<file path="src/rtl/ar_rxd.sv">
// ar_rxd: bipolar return-to-zero serial receiver for the RXD1/RXD0 line pair.
// Recovers 32-bit words (8-bit label, 23-bit data, odd parity) at one of
// four selectable rates and presents each completed word with a strobe.
module ar_rxd #(
   parameter int unsigned Fclk    = 50_000_000,
   parameter int unsigned V1Mb    = 1_000_000,
   parameter int unsigned V100kb  = 100_000,
   parameter int unsigned V50kb   = 50_000,
   parameter int unsigned V12_5kb = 12_500
) (
   input  logic        clk,
   input  logic        rst_n,
   input  logic [1:0]  Nvel,
   input  logic        RXD1,
   input  logic        RXD0,
   output logic [7:0]  ADR,
   output logic [22:0] DAT,
   output logic        ce_wr,
   output logic        ok_par,
   output logic        err_both,
   output logic        err_tmo,
   output logic        en_rx,
   output logic [5:0]  cb_bit
);

   // Half-bit periods in clocks for each rate select value
   localparam logic [10:0] C_NT3 = 11'(Fclk / (2 * V1Mb));
   localparam logic [10:0] C_NT2 = 11'(Fclk / (2 * V100kb));
   localparam logic [10:0] C_NT1 = 11'(Fclk / (2 * V50kb));
   localparam logic [10:0] C_NT0 = 11'(Fclk / (2 * V12_5kb));

   // Synchronized line codes, {RXD1, RXD0}
   localparam logic [1:0] L_NUL = 2'b00;
   localparam logic [1:0] L_P0  = 2'b01;
   localparam logic [1:0] L_P1  = 2'b10;
   localparam logic [1:0] L_BAD = 2'b11;

   typedef enum logic [1:0] {
      ST_SYNC,
      ST_IDLE,
      ST_RX
   } state_t;

   state_t      r_state;
   logic [1:0]  r_sync1;
   logic [1:0]  r_sync2;
   logic [1:0]  r_line_q;
   logic [10:0] r_fcnt;
   logic [12:0] r_gap;
   logic        r_armed;
   logic [1:0]  r_nvel;
   logic [31:0] r_word;
   logic [5:0]  r_cb;
   logic        r_done;

   logic [10:0] w_nt;
   logic [10:0] w_nf;
   logic [12:0] w_tgap;
   logic        w_nchg;
   logic        w_same;
   logic        w_fhit;
   logic        w_acc;
   logic        w_bad;
   logic        w_gfull;
   logic        w_bit;
   logic [7:0]  w_adr;

   // Timing constants for the currently selected rate
   always_comb begin
      w_nt = C_NT0;
      case (r_nvel)
         2'd3:    w_nt = C_NT3;
         2'd2:    w_nt = C_NT2;
         2'd1:    w_nt = C_NT1;
         default: w_nt = C_NT0;
      endcase
      w_nf   = w_nt >> 1;
      w_tgap = {w_nt, 2'b00};
   end

   // The first line bit is the label MSB, so the label is bit-reversed
   always_comb begin
      w_adr = '0;
      for (int unsigned i = 0; i < 8; i++) begin
         w_adr[7-i] = r_word[i];
      end
   end

   assign w_nchg  = (Nvel != r_nvel);
   assign w_same  = (r_sync2 == r_line_q);
   // Filter counter is about to reach Nf with the line state unchanged
   assign w_fhit  = w_same && (r_fcnt == (w_nf - 11'd1));
   assign w_acc   = w_fhit && r_armed && ((r_sync2 == L_P0) || (r_sync2 == L_P1));
   assign w_bad   = w_fhit && (r_sync2 == L_BAD);
   assign w_gfull = (r_sync2 == L_NUL) && (r_gap >= (w_tgap - 13'd1));
   assign w_bit   = (r_sync2 == L_P1);

   assign en_rx  = (r_state == ST_RX);
   assign cb_bit = r_cb;

   // Line synchronizer, pulse-width filter, arming and inter-bit gap counter
   always_ff @(posedge clk or negedge rst_n) begin
      if (!rst_n) begin
         r_sync1  <= '0;
         r_sync2  <= '0;
         r_line_q <= '0;
         r_fcnt   <= '0;
         r_gap    <= '0;
         r_armed  <= 1'b0;
         r_nvel   <= '0;
      end else begin
         r_sync1  <= {RXD1, RXD0};
         r_sync2  <= r_sync1;
         r_line_q <= r_sync2;
         r_nvel   <= Nvel;
         if (w_nchg) begin
            r_fcnt  <= '0;
            r_gap   <= '0;
            r_armed <= 1'b0;
         end else begin
            if (!w_same) begin
               r_fcnt <= 11'd1;
            end else if (r_fcnt < w_nf) begin
               r_fcnt <= r_fcnt + 11'd1;
            end

            if (r_sync2 != L_NUL) begin
               r_gap <= '0;
            end else if (r_gap < w_tgap) begin
               r_gap <= r_gap + 13'd1;
            end

            if (w_fhit && (r_sync2 == L_NUL)) begin
               r_armed <= 1'b1;
            end else if (w_acc) begin
               r_armed <= 1'b0;
            end
         end
      end
   end

   // Word framing state machine, word assembly and registered outputs
   always_ff @(posedge clk or negedge rst_n) begin
      if (!rst_n) begin
         r_state  <= ST_SYNC;
         r_word   <= '0;
         r_cb     <= '0;
         r_done   <= 1'b0;
         ADR      <= '0;
         DAT      <= '0;
         ok_par   <= 1'b0;
         ce_wr    <= 1'b0;
         err_both <= 1'b0;
         err_tmo  <= 1'b0;
      end else begin
         ce_wr    <= 1'b0;
         err_both <= 1'b0;
         err_tmo  <= 1'b0;

         // Completion is presented one cycle after bit 31 lands in r_word
         if (r_done) begin
            ADR    <= w_adr;
            DAT    <= r_word[30:8];
            ok_par <= ^r_word;
            ce_wr  <= 1'b1;
            r_done <= 1'b0;
         end

         if (w_nchg) begin
            r_state <= ST_SYNC;
            r_cb    <= '0;
         end else if (w_bad) begin
            err_both <= 1'b1;
            r_state  <= ST_SYNC;
            r_cb     <= '0;
         end else begin
            case (r_state)
               ST_SYNC: begin
                  if (w_gfull) begin
                     r_state <= ST_IDLE;
                     r_cb    <= '0;
                  end
               end
               ST_IDLE: begin
                  if (w_acc) begin
                     r_word[0] <= w_bit;
                     r_cb      <= 6'd1;
                     r_state   <= ST_RX;
                  end
               end
               ST_RX: begin
                  if (w_acc) begin
                     r_word[r_cb[4:0]] <= w_bit;
                     r_cb              <= r_cb + 6'd1;
                     if (r_cb == 6'd31) begin
                        r_done  <= 1'b1;
                        r_state <= ST_SYNC;
                     end
                  end else if (w_gfull) begin
                     err_tmo <= 1'b1;
                     r_cb    <= '0;
                     r_state <= ST_IDLE;
                  end
               end
               default: begin
                  r_state <= ST_SYNC;
                  r_cb    <= '0;
               end
            endcase
         end
      end
   end

endmodule

</file>
<file path="config.mk">
export PLATFORM = sky130hd
export DESIGN_NAME = ar_rxd
export DESIGN_NICKNAME = d
export VERILOG_FILES = /design/src/rtl/ar_rxd.sv
export SDC_FILE = /design/constraint.sdc
export NUM_CORES = 1
export LEC_CHECK = 0
export ABC_AREA = 1
export BUFFER_PORTS_ARGS = -buffer_cell sky130_fd_sc_hd__buf_4
export CAP_MARGIN = 20
export CORE_UTILIZATION = 50
export DETAILED_ROUTE_END_ITERATION = 10
export PLACE_DENSITY = 0.75
export SLEW_MARGIN = 20
export SYNTH_ARGS = -nofsm -noshare
export SYNTH_HDL_FRONTEND = slang
export SYNTH_SLANG_ARGS = --single-unit
</file>
<file path="constraint.sdc">
create_clock -name clk -period 4.3 [get_ports clk]
set_input_delay 0.86 -clock clk [delete_from_list [all_inputs] [get_ports clk]]
set_output_delay 0.86 -clock clk [all_outputs]
set_load 0.02 [all_outputs]
</file>
==> out/summary.txt <==
Layout Cells excl Fill = 1109
Initial Util = 0.519
Total gr overflow = 0
Layout cells sized above 1 = 0.0811
Port Buffers = 47
FF+latch count, synth = 109
Dpl cell area = 0.00710 sq mm
Nature of the critical path endpoint = flop
Initial antenna violation count = 0
Multi-input gate area = 0.00328 sq mm
RSZ-0062 raised after global routing = no
# IOs = 48
H-tree depth = 3
Initial DRC Count = 400
Total chip power = 0.00193 W
Prevailing post-synth register cell = dfrtp_1
Post-DR vias/cell = 5.02
Residual DRC = 0
Synth cell types = 36
WL/cell = 12.7 um
Post-synthesis compound-gate area fraction = 0.0821
Largest net degree at the start of global routing = 73
Most common cell after layout, fill and taps aside = nand2_1
CTS tree = built
Final count of pins violating max slew = 0
Antenna cell count = 0
# hold bufs at CTS = 0
Crit path time final = 3.36 ns
Placement Rows = 41
Max Freq = 0.297 GHz
Hold Vio Cnt, Final = 0
HPWL Detailed = 10.5 mm
HP Class = reg -> reg
CTS buffer count = 9
Leading area contributor after synthesis = dfrtp_1
Cell count after synthesis = 892
Net count, final = 977
Clock latency on the worst-skew pair = 0.35 ns
Synth Area in XOR/XNOR = 0.0568
First drt pass iteration count = 7
Post-synthesis simple-gate area fraction = 0.282
DRT antenna net count = 0
Cell Pwr Density = 262 mW/mm^2
CTS clk-pin slew, worst paths = 0.07 ns
Post-CTS resize count = 0
Die width = 117 um
Net Count, Synth = 937
TNS Setup = 0 ns
Total of warnings raised by yosys = 0
Max-Cap Viols = 0
Die Y = 117 um
Adder-cell share of the synthesized area = 0.0736
First-pass GRT wire length = 24.2 mm
Most frequent cells in the layout = nand2_1, inv_1, dfrtp_1
Root buf cell = clkbuf_16
Setup violators final = 0
Worst clock skew = 0.00855 ns
Peak VDD IR = 206 uV
Layout fillers = 1192
Synthesis-to-finish area growth = 11.3%
Largest family of logic cells by synthesized area = simple AND/OR/NAND/NOR gates
Final WL = 14.1 mm
Syn_area_per_cell = 7.43 sq um
Asr flop ratio synth = 1.00
Rel. slew slack = 0.374
Sequential cell area = 0.00273 sq mm
Number of synthesized flops with an enable pin = 0
Vias in the first global route = 5105
Crit start category = flop
Post-synthesis sequential area ratio = 0.412
Least-Margin Pin Slew = 0.938 ns
CTS sink count = 109
Tot GR Track Use = 0.228
Final cycle utilization of the critical path = 0.782
Flop2flop setup slack = 0.94 ns
Synth top area cells = dfrtp_1, nand2_1, ha_1
CP required = 4.55 ns
Post-synthesis cell area = 0.00663 sq mm
Post-placement cell count = 1093
Leak = 3.84 nW
Top cell type's share of synthesized area = 0.412
Type of the worst setup path = reg -> reg
WHS = 0.357 ns
Finished Cell Area = 0.00737 sq mm
CP arrival = 3.62 ns
Status = complete, no violations
Deepest clock path buffer count = 2
Mux cell area share after synthesis = 0
Vias = 5570
Max Fanout on Critical Path = 15
Buffer count from post-CTS setup fixing = 0
Die Area = 0.0137 sq mm
Core Area = 0.0128 sq mm
Gpl congestion = 0.925
==> flip-flops by register name (all words and copies together) (netlist names), 2 cells and up <==
register / cells
r_word: 32
DAT: 23
r_gap: 13
r_fcnt: 11
ADR: 8
cb_bit: 6
r_line_q: 2
r_nvel: 2
r_state: 2
r_sync1: 2
r_sync2: 2
==> cell families after synthesis <==
group,Yosys count
AO/OA/AOI/OAI,102
XOR/XNOR,43
adder cells (fa/ha/maj),39
buffers and inverters,154
flip-flops,109
AND/OR/NAND/NOR,445
==> stage by stage <==
stage,worst slack [ns],utilization
2_1_floorplan,1.71,-
3_3_place_gp,1.10,0.556
3_5_place_dp,0.958,0.556
4_1_cts,0.943,0.577
5_1_grt,0.524,0.577
6_report,0.936,0.577
==> metal layers <==
metal / global-route usage / vias up / part of all wire
li1: - / 2885 / -
met1: 0.332 / 2552 / 0.50
met2: 0.347 / 118 / 0.44
met3: 0.0360 / 15 / 0.045
met4: 0.0717 / 0 / 0.015
met5: 0 / - / 0
==> final cells by class <==
type                    instances  share of cell area
well taps                     172              0.0292
inverters                     133              0.0677
clock inverters                 5             0.00577
repair buffers                 50              0.0509
flip-flops and latches        109               0.370
clock buffers                  11              0.0316
multi-input cells             629               0.445
==> final timing paths <==
| kind | startpoint | end | cells past startpoint |
|---|---|---|---|
| worst max-delay path | r_nvel[0] | r_word[14] | 15 |
| max in group asynchronous | rst_n | ADR[1] | 2 |
| worst min register to register | r_sync1[0] | r_sync2[0] | 0 |
| worst min-delay path | r_sync1[0] | r_sync2[0] | 0 |
| min in group asynchronous | rst_n | r_fcnt[8] | 1 |
| worst max register to register | r_nvel[0] | r_word[14] | 15 |
==> worst max-delay path: stages, from the launching register on <==
cell,delay (ns)
dfrtp_1,0.50
inv_1,0.15
ha_1,0.37
inv_1,0.08
ha_1,0.31
nand2_1,0.06
nor2_1,0.08
nand3_1,0.10
nor2_2,0.17
nand4_2,0.14
nor2_2,0.45
nand2_1,0.45
nor2_1,0.20
nand2_1,0.06
nand2_1,0.10
inv_1,0.04
==> power by group <==
| group | switching (W) | internal [W] |
|---|---|---|
| Sequential | 0.00000697 | 0.00103 |
| Clock | 0.000379 | 0.000400 |
| Combinational | 0.0000820 | 0.0000304 |
==> cell usage after synthesis, types with 2 or more instances <==
master,count
nor3_1,16
o21ai_0,65
buf_6,4
a21boi_0,2
or2_2,2
nand3b_1,4
inv_2,2
o211ai_1,2
a21oi_1,12
o21ai_1,13
ha_1,39
nand2_1,254
nor2_1,82
inv_1,130
nand3_1,62
nor2_2,4
nor3b_1,3
nor4_1,4
xnor2_1,22
clkbuf_1,8
nand4_1,8
buf_2,9
dfrtp_1,109
o21bai_1,3
xor2_1,21
a211oi_1,2
Power figures use the tool's default switching activity.
